===== src/rtl/pic_pkg.sv =====
// rtl/pic_pkg.sv - shared FSM state type, default channel count and rank compare
package pic_pkg;

    localparam int PIC_NUM_IRQ = 8;

    typedef enum logic [1:0] {
        ST_IDLE,
        ST_PEND,
        ST_ACK
    } pic_state_e;

    // True when channel a outranks channel b; (lp+1) mod n is the top rank.
    function automatic logic higher_rank(input int a, input int b, input int lp, input int n);
        return ((a - lp - 1 + 2 * n) % n) < ((b - lp - 1 + 2 * n) % n);
    endfunction

endpackage


===== src/rtl/rotate_priority_enc.sv =====
// rtl/rotate_priority_enc.sv - rotating find-first: first set bit scanning up from lp+1
module rotate_priority_enc
    import pic_pkg::*;
#(
    parameter int NUM_IRQ = PIC_NUM_IRQ,
    parameter int IDW     = $clog2(NUM_IRQ)
) (
    input  logic [NUM_IRQ-1:0] req,
    input  logic [IDW-1:0]     lp,
    output logic               valid,
    output logic [IDW-1:0]     index
);

    always_comb begin
        valid = 1'b0;
        index = '0;
        // Scan from lowest rank to highest so the highest-ranked hit is written last.
        for (int k = NUM_IRQ - 1; k >= 0; k--) begin
            if (req[(int'(lp) + 1 + k) % NUM_IRQ]) begin
                valid = 1'b1;
                index = IDW'((int'(lp) + 1 + k) % NUM_IRQ);
            end
        end
    end

endmodule


===== src/rtl/priority_engine.sv =====
// rtl/priority_engine.sv - fully nested rotating-priority interrupt arbiter with INTA handshake
module priority_engine
    import pic_pkg::*;
#(
    parameter int NUM_IRQ = PIC_NUM_IRQ,
    parameter int IDW     = $clog2(NUM_IRQ)
) (
    input  logic               clk,
    input  logic               rst_n,
    input  logic [NUM_IRQ-1:0] irr_masked,
    input  logic               inta,
    input  logic               eoi,
    input  logic               seoi,
    input  logic [IDW-1:0]     seoi_level,
    input  logic               set_prio,
    input  logic [IDW-1:0]     prio_level,
    input  logic               rotate_mode,
    input  logic               aeoi_mode,
    output logic               int_out,
    output logic [NUM_IRQ-1:0] isr,
    output logic [NUM_IRQ-1:0] irr_clr,
    output logic [IDW-1:0]     vector_id
);

    pic_state_e         r_state;
    logic               r_int_out;
    logic [NUM_IRQ-1:0] r_isr;
    logic [NUM_IRQ-1:0] r_irr_clr;
    logic [IDW-1:0]     r_vector_id;
    logic [IDW-1:0]     r_lp;

    logic               w_isr_valid;
    logic [IDW-1:0]     w_isr_top;
    logic [NUM_IRQ-1:0] w_qual;
    logic               w_win_valid;
    logic [IDW-1:0]     w_win;
    logic [NUM_IRQ-1:0] w_clr;
    logic [NUM_IRQ-1:0] w_set;
    logic [IDW-1:0]     w_lp_next;

    function automatic logic [NUM_IRQ-1:0] onehot(input logic [IDW-1:0] idx);
        logic [NUM_IRQ-1:0] m;
        for (int i = 0; i < NUM_IRQ; i++) begin
            m[i] = (int'(idx) == i);
        end
        return m;
    endfunction

    rotate_priority_enc #(.NUM_IRQ(NUM_IRQ), .IDW(IDW)) u_isr_enc (
        .req   (r_isr),
        .lp    (r_lp),
        .valid (w_isr_valid),
        .index (w_isr_top)
    );

    always_comb begin
        w_qual = '0;
        for (int i = 0; i < NUM_IRQ; i++) begin
            w_qual[i] = irr_masked[i] &&
                        (!w_isr_valid || higher_rank(i, int'(w_isr_top), int'(r_lp), NUM_IRQ));
        end
    end

    rotate_priority_enc #(.NUM_IRQ(NUM_IRQ), .IDW(IDW)) u_win_enc (
        .req   (w_qual),
        .lp    (r_lp),
        .valid (w_win_valid),
        .index (w_win)
    );

    // Later assignments win: AEOI < EOI < specific EOI < explicit priority set.
    always_comb begin
        w_clr     = '0;
        w_set     = '0;
        w_lp_next = r_lp;
        if (r_state == ST_ACK && inta && aeoi_mode) begin
            w_clr = w_clr | onehot(r_vector_id);
            if (rotate_mode) w_lp_next = r_vector_id;
        end
        if (eoi && !seoi && w_isr_valid) begin
            w_clr = w_clr | onehot(w_isr_top);
            if (rotate_mode) w_lp_next = w_isr_top;
        end
        if (seoi && int'(seoi_level) < NUM_IRQ) begin
            w_clr = w_clr | onehot(seoi_level);
            if (rotate_mode) w_lp_next = seoi_level;
        end
        if (set_prio && int'(prio_level) < NUM_IRQ) begin
            w_lp_next = prio_level;
        end
        if (r_state == ST_PEND && inta && w_win_valid) begin
            w_set = onehot(w_win);
        end
    end

    always_ff @(posedge clk or negedge rst_n) begin
        if (!rst_n) begin
            r_state     <= ST_IDLE;
            r_int_out   <= 1'b0;
            r_isr       <= '0;
            r_irr_clr   <= '0;
            r_vector_id <= '0;
            r_lp        <= IDW'(NUM_IRQ - 1);
        end else begin
            r_isr     <= (r_isr & ~w_clr) | w_set;
            r_irr_clr <= w_set;
            r_lp      <= w_lp_next;
            case (r_state)
                ST_IDLE: begin
                    if (w_win_valid) begin
                        r_state   <= ST_PEND;
                        r_int_out <= 1'b1;
                    end
                end
                ST_PEND: begin
                    if (inta) begin
                        r_state     <= ST_ACK;
                        r_int_out   <= 1'b0;
                        r_vector_id <= w_win_valid ? w_win : IDW'(NUM_IRQ - 1);
                    end else if (!w_win_valid) begin
                        r_state   <= ST_IDLE;
                        r_int_out <= 1'b0;
                    end
                end
                ST_ACK: begin
                    if (inta) r_state <= ST_IDLE;
                end
                default: begin
                    r_state   <= ST_IDLE;
                    r_int_out <= 1'b0;
                end
            endcase
        end
    end

    assign int_out   = r_int_out;
    assign isr       = r_isr;
    assign irr_clr   = r_irr_clr;
    assign vector_id = r_vector_id;

endmodule

===== config.mk =====
export PLATFORM = sky130hd
export DESIGN_NAME = priority_engine
export DESIGN_NICKNAME = d
export VERILOG_FILES = /design/src/rtl/pic_pkg.sv /design/src/rtl/rotate_priority_enc.sv /design/src/rtl/priority_engine.sv
export SDC_FILE = /design/constraint.sdc
export NUM_CORES = 1
export LEC_CHECK = 0
export BUFFER_PORTS_ARGS = -buffer_cell sky130_fd_sc_hd__buf_2
export CELL_PAD_IN_SITES_DETAIL_PLACEMENT = 0
export CELL_PAD_IN_SITES_GLOBAL_PLACEMENT = 2
export CORE_AREA = 2 2 102 104
export DETAILED_ROUTE_END_ITERATION = 10
export DIE_AREA = 0 0 104 106
export GPL_ROUTABILITY_DRIVEN = 0
export GPL_TIMING_DRIVEN = 0
export PLACE_DENSITY_LB_ADDON = 0.1
export SLEW_MARGIN = 40
export SYNTH_ARGS = -nofsm -noshare
export SYNTH_HDL_FRONTEND = slang
export SYNTH_HIERARCHICAL = 1
export SYNTH_SLANG_ARGS = --single-unit

===== constraint.sdc =====
create_clock -name clk -period 17.3 [get_ports clk]
set_input_delay 1.73 -clock clk [delete_from_list [all_inputs] [get_ports clk]]
set_output_delay 1.73 -clock clk [all_outputs]
set_load 0.01 [all_outputs]

==> Word-level counts from Yosys, hierarchy flattened <==
Index checks and enable logic that the tools add are counted.
{ "totals": {"reg_bits": 25, "latch_bits": 0, "ramBits": 0, "mem_bits_ro": 0, "in_bits": 22, "out_inout_bits": 20, "elab_cells": 263, "n_memories": 0} }
{ "classes": {"addsub": 35, "n_mul": 0, "n_div": 0, "n_lt_le_gt_ge": 16, "eq_ne": 33, "shifts": 0, "muxes": 101, "n_bitwise": 23, "reduce_logical": 49} }
{ "op_table": {"columns": ["cell", "n"], "rows": [
  ["3-bit 2-to-1 mux", 24],
  ["5-bit by 6-bit adder with 7-bit output, second input constant", 9],
  ["1-bit 2-to-1 mux", 51],
  ["3-bit OR reduction", 17],
  ["1-bit binary-select mux with 3-bit select", 16],
  ["3-bit equality test, second input constant", 16],
  ["4-bit by 2-bit subtractor with 5-bit output, second input constant", 9],
  ["4-bit by 5-bit < comparator with 1-bit output, second input constant", 8],
  ["4-bit < comparator", 8],
  ["8-bit 2-to-1 mux", 4],
  ["3-bit by 2-bit equality test with 1-bit output, second input constant", 8],
  ["8-bit bitwise OR", 3],
  ["3-bit by 3-bit subtractor with 4-bit output, first input constant", 4],
  ["1-bit logical AND", 14],
  ["3-bit adder, second input constant", 4],
  ["3-bit by 1-bit equality test with 1-bit output, second input constant", 4],
  ["3-bit logical NOT", 4],
  ["1-bit AND", 9],
  ["1-bit AND, first input constant", 8],
  ["8-bit AND", 1],
  ["1-bit logical OR", 8],
  ["2-bit 2-to-1 mux", 4],
  ["8-bit NOT", 1],
  ["1-bit by 3-bit subtractor with 4-bit output, first input constant", 2],
  ["other kinds (15)", 21]
]} }

==> Logic depth before layout (Yosys ltp) <==
{ "logic_depth": {"ltp_word": 37, "depth_mapped": 30, "ltp_nobuf": 28} }

==> Modules after synthesis <==
Netlist, hierarchy kept.
{ "modules_own_cells": {"columns": ["module", "instances", "cells_each", "area_each_um2", "seq_area_each_um2"], "rows": [
  ["rotate_priority_enc", 2, 111, 997.2, 0.0],
  ["priority_engine", 1, 227, 1991.9, 629.4]
]} }

==> Worst setup path after synthesis <==
No wires, ideal clock.
{ "synth_path": {"path_type": "register -> register", "from": "reg r_lp[0]", "to": "reg r_isr[2] (netlist: isr[2])", "setup_time_ns": 0.131, "t_arrival_ns": 6.605, "t_required_ns": 17.169, "path_slack_ns": 10.564, "path_stages_with_launch": 31, "n_path_buf": 2, "period_less_slack_ns": 6.736, "cell_sequence": "dfstp_2 ha_1 buf_2 buf_4 mux4_1 mux2_2 nand2b_4 a31oi_1 nor2b_1 o22ai_1 inv_1 ha_1 inv_1 fa_1 inv_1 ha_1 xor2_1 xnor2_1 ha_1 o21bai_1 nand2b_1 a21boi_0 mux4_1 mux2_2 nand2b_4 a31oi_1 nor2b_1 o22ai_1 inv_1 nand2_1 o22ai_1"} }
{ "synth_between": {"elab_chain_len": 35, "elab_cells_between_ends": 170, "cone_classes": "add/sub: 35; order compare: 8; eq/ne: 2; mux: 83; bitwise: 14; reduce/logical: 28"} }
{ "synth_rtl": {"columns": ["element", "line", "text"], "rows": [
  ["start, declared", "priority_engine.sv:30", "logic [IDW-1:0] r_lp;"],
  ["start signal, assigned", "priority_engine.sv:103", "r_lp <= IDW'(NUM_IRQ - 1);"],
  ["start signal, assigned", "priority_engine.sv:107", "r_lp <= w_lp_next;"],
  ["3-bit by 1-bit adder with 3-bit output (*)", "rotate_priority_enc.sv:19, rotate_priority_enc.sv:21", null],
  ["3-bit adder", "rotate_priority_enc.sv:19", "if (req[(int'(lp) + 1 + k) % NUM_IRQ]) begin"],
  ["1-bit binary-select mux with 3-bit select", "rotate_priority_enc.sv:19", null],
  ["1-bit 2-to-1 mux (not written as such) (2 in a row)", "rotate_priority_enc.sv:19", null],
  ["3-bit 2-to-1 mux (7 in a row)", "rotate_priority_enc.sv:19", null],
  ["3-bit 2-to-1 mux (*)", "rotate_priority_enc.sv:19", null],
  ["named net w_isr_top[0]", "priority_engine.sv:33", "logic [IDW-1:0] w_isr_top;"],
  ["3-bit by 3-bit subtractor with 4-bit output (*)", "pic_pkg.sv:14", "return ((a - lp - 1 + 2 * n) % n) < ((b - lp - 1 + 2 * n) % n);"],
  ["[... 7 more ...]", null, null],
  ["named net w_qual[3]", "priority_engine.sv:34", "logic [NUM_IRQ-1:0] w_qual;"],
  ["1-bit binary-select mux with 3-bit select", "rotate_priority_enc.sv:19", null],
  ["1-bit 2-to-1 mux (not written as such) (2 in a row)", "rotate_priority_enc.sv:19", null],
  ["3-bit 2-to-1 mux (7 in a row)", "rotate_priority_enc.sv:19", null],
  ["3-bit 2-to-1 mux (*)", "rotate_priority_enc.sv:19", null],
  ["named net w_win[0]", "priority_engine.sv:36", "logic [IDW-1:0] w_win;"],
  ["3-bit equality test (*)", "priority_engine.sv:44", "m[i] = (int'(idx) == i);"],
  ["8-bit 2-to-1 mux (*)", "priority_engine.sv:91", "if (r_state == ST_PEND && inta && w_win_valid) begin"],
  ["8-bit bitwise OR (*)", "priority_engine.sv:105", "r_isr <= (r_isr & ~w_clr) | w_set;"],
  ["end signal, assigned", "priority_engine.sv:105", null],
  ["end, declared", "priority_engine.sv:27", "logic [NUM_IRQ-1:0] r_isr;"]
]} }
Mark *: on every way through the listed nets, which the timed path passes. The rest lies on a longest branch. The select of a mux whose other input is x is not followed.
A chain may end at the register's enable or synchronous reset.

==> Worst setup path in the final report <==
{ "layout_path": {"from": "reg r_lp[0]", "to": "reg r_isr[5] (netlist: isr[5])"} }
Same word-level chain as after synthesis.

==> results.txt <==
----------------------------------------------------
[Synth]
  Summed instance area of the synthesized netlist ... 3990 um^2
  Synthesized area per cell ... 8.88 um^2
  Adder-cell share of the synthesized area ... 10.2%
  Combinational family with the most area after synthesis ... multiplexers
  Count of state elements after synthesis ... 25
  Count of flip-flops with a built-in enable after synthesis ... 0
  Synth cell types ... 69
  Most used DFF post-synth ... dfrtp_1
  Async set-reset flop share out of synthesis ... 100%
  Compound-gate portion of the synthesized area ... 21.0%
  Simple-gate portion of the synthesized area ... 17.8%
  Xor and xnor area share after synthesis ... 5.46%
  Yosys synthesis warning count ... 6
  Portion of the post-synthesis area used by sequential elements ... 15.8%
  Synthesized instance count ... 449
  Proportion of synthesized area in mux cells ... 23.2%

[Clock tree]
  Clock tree from TritonCTS ... built
  Worst-Skew Late Latency ... 260 ps
  Num Clock Sinks ... 25
  Number of CTS-inserted buffers ... 3
  Number of levels in the clock H-tree ... 1
  Root Buffer Master ... clkbuf_8
  Maximum clock path buffer count ... 2
  Clock transition at the registers of the reported paths ... 80 ps
  Number of buffers inserted by hold repair at cts ... 0
  Setup bufs post-CTS ... 0
  Post-cts sizing count ... 0

[Final layout]
  Net count reported at finish ... 558
  Number of antenna cells inserted ... 0
  Layout cell share with drive strength beyond 1 ... 22.7%
  Area delta synth->final ... 11.7%
  Summed area of non-filler cells in the final layout ... 4450 um^2

[Placement]
  Post-place instance area ... 4390 um^2
  DP HPWL ... 8190 um
  PortBufs ... 40

[STA]
  Total negative slack for setup checks ... 0 ps
  Worst slew margin relative to its limit ... 50.9%
  Crit share post-route ... 46.7%
  Maximum clock frequency ... 124 MHz
  RSZ-0062 raised after global routing ... false
  Setup clock skew after layout ... 1.34 ps
  Final critical-path required period ... 8080 ps
  Count of pins over their slew limit ... 0
  Final Hold Fails ... 0
  Number of setup violations in the final report ... 0
  Transition time of the tightest slew-check pin ... 737 ps

[Worst setup path]
  Required arrival time at the worst endpoint ... 17,430 ps
  Path type of the worst setup path ... flop to flop
  Arrival time at the worst endpoint ... 8210 ps
  Critical-path cell with the highest stage delay ... dfstp_2
  Endpoint type of the worst setup path ... flop
  Category of the worst setup path launch point ... flop
  Max Fanout on Critical Path ... 17
  CP max stage delay ... 810 ps

[Route]
  Via count ... 3,556
  DRC viols ... 0
  Initial DRT Pass Iterations ... 4
  Number of routed nets with antenna violations ... 0
  Wire length reported by the detailed router ... 10,500 um
  Per-cell via count in the routed design ... 5.56
  Wire length per cell after detailed routing ... 16.4 um
  Iteration-0 DRC Markers ... 233

[Flow run]
  Max-cap violations ... 0

[Die]
  Top Ports ... 42
  Starting Density ... 39.9%
  Core area ... 10000 um^2
  Chip Width ... 104 um
  Cell Rows ... 37
  Total Die Area ... 11,000 um^2
  Die Ht ... 106 um

[Global routing]
  Total global routing track utilization ... 19.5%
  Via count of the first global-routing pass ... 3,563
  Total global routing overflow ... 0
  Antenna violations before repair ... 0
  Largest net degree at the start of global routing ... 26
  Global-route wire length before repair ... 17,900 um

[Status]
  Run status ... finished, final reports clean

[Worst hold path]
  Worst hold-check path type ... flop to flop

----------------------------------------------------
-- layout make-up --
| type | count | area [um^2] |
|---|---|---|
| fillers | 1017 | 5550 |
| flip-flops and latches | 25 | 629 |
| multi-input cells | 380 | 3160 |
| plain buffers | 19 | 119 |
| repair buffers | 40 | 200 |
| clock buffers | 4 | 45.0 |
| well taps | 136 | 170 |
| inverters | 35 | 131 |
-- metrics by stage --
| step | cells | hold WS [ps] | setup slack [ps] | util (%) |
|---|---|---|---|---|
| finish | 639 | 515 | 9220 | 44.5 |
| global route | 639 | 579 | 8610 | 44.5 |
| CTS | 639 | 525 | 8760 | 44.4 |
| detailed placement | 635 | 504 | 8790 | 43.9 |
| global placement | 635 | 490 | 8790 | 43.9 |
| floorplan | 459 | 472 | 10560 | - |
-- per-layer routing --
layer | vias up | global-route usage (%) | routed length, um
met5 | - | 0 | 0
met4 | 0 | 1.16 | 10
met3 | 2 | 2.21 | 381
met2 | 61 | 34.1 | 5190
met1 | 1700 | 27.2 | 4910
li1 | 1793 | - | -
-- flip-flops by register name, indices dropped and copies added, names as in the netlist --
name,cells
r_state,2
vector_id,3
r_lp,3
irr_clr,8
int_out,1
isr,8
-- Yosys cell counts (6+ instances only) --
| cell type | number | area [um^2] |
|---|---|---|
| inv_1 | 33 | 124 |
| ha_1 | 31 | 388 |
| nor2_1 | 31 | 116 |
| mux2i_1 | 28 | 280 |
| o21ai_0 | 28 | 140 |
| nand2_1 | 23 | 86.3 |
| dfrtp_1 | 22 | 551 |
| a21oi_1 | 17 | 85.1 |
| mux2_2 | 14 | 158 |
| nor3_1 | 14 | 70.1 |
| a31oi_1 | 13 | 81.3 |
| mux4_2 | 12 | 270 |
| nor2b_1 | 11 | 68.8 |
| o22ai_1 | 11 | 68.8 |
| xnor2_1 | 11 | 96.3 |
| nand3_1 | 10 | 50.1 |
| nand2b_1 | 9 | 56.3 |
| a221oi_1 | 8 | 70.1 |
| buf_2 | 8 | 40.0 |
| and3_1 | 6 | 37.5 |
| mux4_1 | 6 | 158 |
-- layout by cell type, fill, tap and decap left out, types with 4 or more instances in the layout --
master / instances
a221oi_1: 8
ha_1: 31
nor2b_1: 11
mux2i_1: 28
nor3_1: 14
clkbuf_1: 5
nand2_1: 23
mux4_1: 6
conb_1: 12
nand2b_1: 9
mux2_2: 14
dfrtp_1: 22
a31oi_1: 13
xor2_1: 5
nand3_1: 10
o221ai_1: 4
buf_2: 48
o21ai_0: 28
a21oi_1: 17
buf_6: 4
xnor2_1: 10
nor2_1: 31
o21ai_1: 4
and3_1: 6
a22oi_1: 4
mux4_2: 12
a21o_1: 4
inv_1: 33
o22ai_1: 10
a21boi_0: 5
-- final timing paths --
| kind | cells past startpoint | slack, ps | to | startpoint |
|---|---|---|---|---|
| max | 30 | 9220 | isr[5] | r_lp[0] |
| min | 2 | 510 | int_out | int_out |
| max reg2reg | 30 | 9220 | isr[5] | r_lp[0] |
| min reg2reg | 2 | 510 | int_out | int_out |
| max in group asynchronous | 1 | 15470 | r_lp[0] | rst_n |
| min in group asynchronous | 1 | 1450 | irr_clr[6] | rst_n |
-- critical path, delay by kind of cell, from the launching register on --
family / cells / cell delay [ps]
compound gates: 11 / 2330
xor+xnor: 2 / 410
fa+ha+maj: 5 / 1290
buf+inv: 6 / 840
flops: 1 / 810
mux: 4 / 1940
simple gates: 2 / 310
-- kinds of logic (layout without fill, tap and decap cells) --
family / Yosys count / after routing
fa+ha+maj: 32 / 32
compound gates: 124 / 124
other cells: 2 / 12
mux: 63 / 63
flops: 25 / 25
xor+xnor: 20 / 20
buf+inv: 54 / 98
simple gates: 129 / 129
Power is left out: the tool's default activity adds up to more than one toggle a clock period on the data nets, which glitch-free logic cannot reach.
